`src/rtl/switch_debounce_and_if.sv`:
```
// ---------------------------------------------------------------------------
// switch_debounce_and_if
// Groups the raw switch inputs and the conditioned switch/LED outputs of
// switch_debounce_and into one bundle. Clock and reset stay plain ports on
// the block itself.
//
//   i_Switch_1/2          raw, asynchronous push-button levels
//   o_Switch_1/2          debounced levels
//   o_Rise_1/2, o_Fall_1/2 one-cycle edge pulses of the debounced levels
//   o_LED_1               o_Switch_1 AND o_Switch_2
//   o_LED_2               toggles once per debounced press of switch 1
//
// Modports:
//   master - board / test side: drives the raw switches, observes outputs
//   slave  - the debouncer: reads raw switches, drives outputs
// ---------------------------------------------------------------------------
interface switch_debounce_and_if;
    logic i_Switch_1;
    logic i_Switch_2;
    logic o_Switch_1;
    logic o_Switch_2;
    logic o_Rise_1;
    logic o_Fall_1;
    logic o_Rise_2;
    logic o_Fall_2;
    logic o_LED_1;
    logic o_LED_2;

    modport master (
        output i_Switch_1,
        output i_Switch_2,
        input  o_Switch_1,
        input  o_Switch_2,
        input  o_Rise_1,
        input  o_Fall_1,
        input  o_Rise_2,
        input  o_Fall_2,
        input  o_LED_1,
        input  o_LED_2
    );

    modport slave (
        input  i_Switch_1,
        input  i_Switch_2,
        output o_Switch_1,
        output o_Switch_2,
        output o_Rise_1,
        output o_Fall_1,
        output o_Rise_2,
        output o_Fall_2,
        output o_LED_1,
        output o_LED_2
    );
endinterface

```
`src/rtl/switch_debounce_and.sv`:
```
// ---------------------------------------------------------------------------
// switch_debounce_and
// Input-side conditioner for two board push-buttons. Each raw switch is
// sampled into the clock domain, then filtered by a stability counter: the
// debounced level only follows the sampled input after DEBOUNCE_LIMIT
// consecutive mismatching samples. Each level change emits a one-cycle
// rise/fall pulse. o_LED_1 is the AND of the debounced levels; o_LED_2
// toggles on every debounced press of switch 1.
//
// Ports:
//   i_Clk  - system clock, rising edge
//   i_Rst  - synchronous, active-high reset
//   sw     - switch_debounce_and_if.slave (raw inputs, conditioned outputs)
//
// Parameters:
//   DEBOUNCE_LIMIT - stable cycles required to accept a new level (>= 2)
//   CNT_W          - width of each per-channel stability counter
//
// Build option:
//   SWITCH_SYNC_2FF_EN - when defined, each raw input passes through a
//   two-flop synchronizer instead of a single sample flop, adding one edge
//   of latency. Debounce and output behaviour are otherwise unchanged.
// ---------------------------------------------------------------------------
module switch_debounce_and #(
    parameter int DEBOUNCE_LIMIT = 250000,
    parameter int CNT_W          = $clog2(DEBOUNCE_LIMIT + 1)
) (
    input  logic                  i_Clk,
    input  logic                  i_Rst,
    switch_debounce_and_if.slave  sw
);

    localparam logic [CNT_W-1:0] CNT_LAST = CNT_W'(DEBOUNCE_LIMIT - 1);

    // Channel index 0 is switch 1, index 1 is switch 2.
    logic [1:0]       raw;

`ifdef SWITCH_SYNC_2FF_EN
    logic [1:0]       meta_q;
    logic [1:0]       meta_d;
`endif
    logic [1:0]       sync_q;
    logic [1:0]       sync_d;
    logic [CNT_W-1:0] cnt_q [2];
    logic [CNT_W-1:0] cnt_d [2];
    logic [1:0]       level_q;
    logic [1:0]       level_d;
    logic [1:0]       rise_q;
    logic [1:0]       rise_d;
    logic [1:0]       fall_q;
    logic [1:0]       fall_d;
    logic             led2_q;
    logic             led2_d;

    assign raw = {sw.i_Switch_2, sw.i_Switch_1};

    // Input stage
    always_comb begin
`ifdef SWITCH_SYNC_2FF_EN
        meta_d = raw;
        sync_d = meta_q;
`else
        sync_d = raw;
`endif
    end

    // Stability counters. A match with the current level clears the count,
    // so any bounce restarts the qualification window. The counter stops at
    // CNT_LAST, where the new level is accepted and the count cleared, so it
    // can never wrap.
    always_comb begin
        level_d = level_q;
        rise_d  = 2'b00;
        fall_d  = 2'b00;
        for (int ch = 0; ch < 2; ch++) begin
            cnt_d[ch] = cnt_q[ch];
            if (sync_q[ch] == level_q[ch]) begin
                cnt_d[ch] = '0;
            end else if (cnt_q[ch] == CNT_LAST) begin
                level_d[ch] = sync_q[ch];
                cnt_d[ch]   = '0;
                rise_d[ch]  = sync_q[ch];
                fall_d[ch]  = ~sync_q[ch];
            end else begin
                cnt_d[ch] = cnt_q[ch] + CNT_W'(1);
            end
        end
    end

    // Toggle follows the registered rise pulse, so it flips one edge after
    // o_Rise_1 is seen high.
    always_comb begin
        led2_d = led2_q ^ rise_q[0];
    end

    always_ff @(posedge i_Clk) begin
        if (i_Rst) begin
`ifdef SWITCH_SYNC_2FF_EN
            meta_q <= 2'b00;
`endif
            sync_q   <= 2'b00;
            cnt_q[0] <= '0;
            cnt_q[1] <= '0;
            level_q  <= 2'b00;
            rise_q   <= 2'b00;
            fall_q   <= 2'b00;
            led2_q   <= 1'b0;
        end else begin
`ifdef SWITCH_SYNC_2FF_EN
            meta_q <= meta_d;
`endif
            sync_q   <= sync_d;
            cnt_q[0] <= cnt_d[0];
            cnt_q[1] <= cnt_d[1];
            level_q  <= level_d;
            rise_q   <= rise_d;
            fall_q   <= fall_d;
            led2_q   <= led2_d;
        end
    end

    assign sw.o_Switch_1 = level_q[0];
    assign sw.o_Switch_2 = level_q[1];
    assign sw.o_Rise_1   = rise_q[0];
    assign sw.o_Fall_1   = fall_q[0];
    assign sw.o_Rise_2   = rise_q[1];
    assign sw.o_Fall_2   = fall_q[1];
    assign sw.o_LED_1    = level_q[0] & level_q[1];
    assign sw.o_LED_2    = led2_q;

endmodule

```
`src/flat_wrapper.sv`:
```
// flat-port wrapper written by rule: the top's interface ports become plain ports
module switch_debounce_and_flat 
#(
    parameter int DEBOUNCE_LIMIT = 250000,
    parameter int CNT_W          = $clog2(DEBOUNCE_LIMIT + 1)
)
  (i_Clk, i_Rst, sw_i_Switch_1, sw_i_Switch_2, sw_o_Switch_1, sw_o_Switch_2, sw_o_Rise_1, sw_o_Fall_1, sw_o_Rise_2, sw_o_Fall_2, sw_o_LED_1, sw_o_LED_2);
  switch_debounce_and_if sw_i ();
  input  logic i_Clk;
  input  logic i_Rst;
  input wire logic [$bits(sw_i.i_Switch_1)-1:0] sw_i_Switch_1;
  input wire logic [$bits(sw_i.i_Switch_2)-1:0] sw_i_Switch_2;
  output wire logic [$bits(sw_i.o_Switch_1)-1:0] sw_o_Switch_1;
  output wire logic [$bits(sw_i.o_Switch_2)-1:0] sw_o_Switch_2;
  output wire logic [$bits(sw_i.o_Rise_1)-1:0] sw_o_Rise_1;
  output wire logic [$bits(sw_i.o_Fall_1)-1:0] sw_o_Fall_1;
  output wire logic [$bits(sw_i.o_Rise_2)-1:0] sw_o_Rise_2;
  output wire logic [$bits(sw_i.o_Fall_2)-1:0] sw_o_Fall_2;
  output wire logic [$bits(sw_i.o_LED_1)-1:0] sw_o_LED_1;
  output wire logic [$bits(sw_i.o_LED_2)-1:0] sw_o_LED_2;
  assign sw_i.i_Switch_1 = sw_i_Switch_1;
  assign sw_i.i_Switch_2 = sw_i_Switch_2;
  assign sw_o_Switch_1 = sw_i.o_Switch_1;
  assign sw_o_Switch_2 = sw_i.o_Switch_2;
  assign sw_o_Rise_1 = sw_i.o_Rise_1;
  assign sw_o_Fall_1 = sw_i.o_Fall_1;
  assign sw_o_Rise_2 = sw_i.o_Rise_2;
  assign sw_o_Fall_2 = sw_i.o_Fall_2;
  assign sw_o_LED_1 = sw_i.o_LED_1;
  assign sw_o_LED_2 = sw_i.o_LED_2;
  switch_debounce_and #(.DEBOUNCE_LIMIT(DEBOUNCE_LIMIT), .CNT_W(CNT_W)) u_core (.i_Clk(i_Clk), .i_Rst(i_Rst), .sw(sw_i));
endmodule
```
`config.mk`:
```
export PLATFORM = sky130hd
export DESIGN_NAME = switch_debounce_and_flat
export DESIGN_NICKNAME = d
export VERILOG_FILES = /design/src/rtl/switch_debounce_and_if.sv /design/src/rtl/switch_debounce_and.sv /design/src/flat_wrapper.sv
export SDC_FILE = /design/constraint.sdc
export NUM_CORES = 1
export LEC_CHECK = 0
export ABC_AREA = 1
export CAP_MARGIN = 5
export CORE_ASPECT_RATIO = 0.5
export CORE_MARGIN = 2
export CORE_UTILIZATION = 39
export CTS_BUF_LIST = sky130_fd_sc_hd__clkbuf_2 sky130_fd_sc_hd__clkbuf_4 sky130_fd_sc_hd__clkbuf_8
export CTS_CLUSTER_DIAMETER = 150
export DETAILED_ROUTE_END_ITERATION = 6
export GPL_TIMING_DRIVEN = 0
export PLACE_DENSITY_LB_ADDON = 0.1
export SYNTH_ARGS = -nofsm -noshare
export SYNTH_HDL_FRONTEND = slang
export SYNTH_SLANG_ARGS = --single-unit
```
`constraint.sdc`:
```
create_clock -name i_Clk -period 2.3 [get_ports i_Clk]
set_clock_uncertainty 0.2 [all_clocks]
set_input_delay 0.575 -clock i_Clk [delete_from_list [all_inputs] [get_ports i_Clk]]
set_output_delay 0.575 -clock i_Clk [all_outputs]
set_load 0.005 [all_outputs]
```
==> flow_summary_export.csv <==
group,metric,value,unit
grt,grt_pass1_wl,7.36,mm
cells_and_area,area_growth,13.5,%
clock_network,cts_resized,0,
clock_network,cts_buffer_depth,2,
synth,syn-cell-area,2160,sq um
grt,overflow,0,
floorplan,die_area,6190,sq um
setup_path,crit_fanout,6,
clock_network,numCtsBuffers,5,
cells_and_area,antenna_cells,0,
cells_and_area,final_nets,322,
setup_path,crit_slowest_cell,"clkdlybuf4s50_1",
clock_network,path_clk_slew,80,ps
synth,synth_top_area_share,41.7,%
synth,muxShareOfSynthArea,0,%
sta,finalSetupTns,0,ps
clock_network,cts_setup_buffers,0,
route,wl_per_cell,10.5,microns
clock_network,clock_sinks,45,
sta,hold_slack,283,ps
setup_path,cp_data_required_time,1520,ps
cells_and_area,final_cells,390,
floorplan,core-area,5420,sq um
synth,synth_compound_area_share,3.71,%
floorplan,num_rows,19,
run_status,status,"complete, no violations",
setup_path,path_cells,"nand2_1 > inv_1 > clkdlybuf4s50_1",
sta,rsz0062_at_grt,"no",
route,dr.pass1.iters,4,
sta,maxSlewHeadroom,79.7,%
grt,grt_usage,15.3,%
pwr,vdd_drop_max,0.313,mV
synth,synth_area_leaders,"dfxtp_1 (42%), nand2_1 (12%), nor2_1 (11%)",
place,place_inst,382,
synth,ys_seq_area_share,41.7,%
setup_path,critPathCaptureType,"output port",
synth,synth_xor_area_share,9.32,%
floorplan,start_util,39.9,%
synth,synth_common_cells,"nand2_1 (68), nor2_1 (66), dfxtp_1 (45)",
sta,max_freq,469,MHz
grt,antenna_found_initial,0,
grt,grt_pass1_vias,1641,
synth,avgSynthCellArea,7.25,sq um
clock_network,h-tree-depth,2,
clock_network,clock_latency,300,ps
synth,synth_top_family_by_area,"simple AND/OR/NAND/NOR gates",
sta,fin_crit_sh,92.7,%
sta,drv_slew,0,
sta,fin_crit,2130,ps
synth,synthAdderAreaFrac,1.16,%
sta,setup_violations,0,
place,post-place-ws,226,ps
setup_path,cpPeakStageDelay,490,ps
grt,grt_use_met1,19.9,%
synth,yosysMostFrequentCell,"nand2_1",
grt,grt_max_degree,13,
synth,yosys.area_share.simple,38.2,%
route,drt_iter0_drc,45,
floorplan,design.portCount,12,
synth,syn-num-nets,304,
clock_network,cts_root_buf,"clkbuf_8",
synth,synth_edf_count,0,
place,port_buffers,11,
synth,yosysWarnings,0,
cells_and_area,drive_gt1_share,10.4,%
hold_path,holdCritPathClass,"register to register",
cells_and_area,finalCoreUtilization,45.3,%
grt,grt_busiest_layer,"met2",
route,drcViolationCount,0,
route,num_vias,1774,
run,maxCapViolCount,0,
floorplan,die_h,56.6,microns
sta,finalHoldViolCount,0,
synth,synthArstFlopShare,0,%
synth,synth_top_cell_by_area,"dfxtp_1",
grt,use_met3,5.23,%
floorplan,die_w,109,microns
synth,synthCells,298,
setup_path,crit_arrival,1360,ps
route,vias_per_cell,4.55,
synth,synthFlopType,"dfxtp_1",
place,place.gp.congestion,0.844,
clock_network,cts_tree,"built",
place,dp_hpwl,3.09,mm
synth,ys_ff_latch,45,
setup_path,worstSetupPathType,"register to output port",
route,drt-total-wl,4.09,mm
pwr,p_per_area,542,nW/um^2
grt,use_met2,24.4,%
synth,synth_cell_types,22,
clock_network,cts.hold.buffers_added,0,
sta,worst_slack,167,ps
route,antenna_left,0,
sta,worstMarginPinSlew,303,ps
pwr,p_leak,0.749,nW
setup_path,critPathLaunchType,"register",
[worst max-delay path, delay by kind of cell, from the launching register on]
family,cells,cell delay (ps)
buffers and inverters,2,550
flip-flops,1,450
AND/OR/NAND/NOR,1,80
[flip-flops by register name (all words and copies together), names as in the netlist]
register / flops
u_core.cnt_q: 36
u_core.fall_q: 2
u_core.level_q: 2
u_core.rise_q: 2
u_core.sw.o_LED_2: 1
u_core.sync_q: 2
[worst paths after layout]
path                                                startpoint                        endpoint  slack (ps)  depth (start not counted)
worst min register to register   u_core.cnt_q[0][0]$_SDFF_PP0_   u_core.cnt_q[0][0]$_SDFF_PP0_         280                          1
worst max register to register  u_core.cnt_q[0][18]$_SDFF_PP0_  u_core.cnt_q[0][28]$_SDFF_PP0_         460                          9
worst min-delay path             u_core.cnt_q[0][0]$_SDFF_PP0_   u_core.cnt_q[0][0]$_SDFF_PP0_         280                          1
worst max-delay path            u_core.level_q[0]$_SDFFE_PP0P_                      sw_o_LED_1         170                          3
[metal layers]
layer	part of all wire (%)	routed length (microns)	vias up
li1	-	-	958
met1	51	2080	793
met2	45	1830	15
met3	3.1	128	8
met4	1.1	44	0
met5	0	0	-
[placed cells by master, fill, tap and decap left out, types with 5 or more instances in the layout]
master           count
nand3_1             23
clkbuf_8             5
nor2_1              66
xor2_1              14
inv_1               25
nor2_2              10
a21oi_1             11
xnor2_1              9
dfxtp_1             45
clkdlybuf4s50_1     11
nand2_1             68
o21ai_0              5
[through the flow]
| step | area [sq um] | power [W] |
|---|---|---|
| after floorplan | 2160 | 0.000825 |
| after global placement | 2360 | 0.000836 |
| after detailed placement | 2360 | 0.000836 |
| after CTS | 2450 | 0.00136 |
| after global routing | 2450 | 0.00140 |
| final | 2450 | 0.00133 |
[logic make-up after synthesis]
family	Yosys count
AOI/OAI and AO/OA	16
xor gates and xnor gates	23
adders and majority gates	2
buffers and inverters	28
DFF	45
and+or+nand+nor	184
[final cells by class]
type | instances | area (sq um)
fill | 568 | 2970
multi-input combinational | 225 | 1130
sequential | 45 | 901
timing repair buffer | 11 | 110
inverter | 26 | 97.6
clock buffer | 8 | 91.3
tap | 73 | 91.3
buffer | 2 | 31.3
[where the power goes]
part | switching (W) | internal, W | leakage [nW] | total [W]
Combinational | 0.0000185 | 0.0000135 | 0.336 | 0.0000319
Clock | 0.000261 | 0.000252 | 0.0498 | 0.000513
Sequential | 0.00000294 | 0.000782 | 0.363 | 0.000785
Total | 0.000282 | 0.00105 | 0.749 | 0.00133
(Power assumes the default switching activity.)
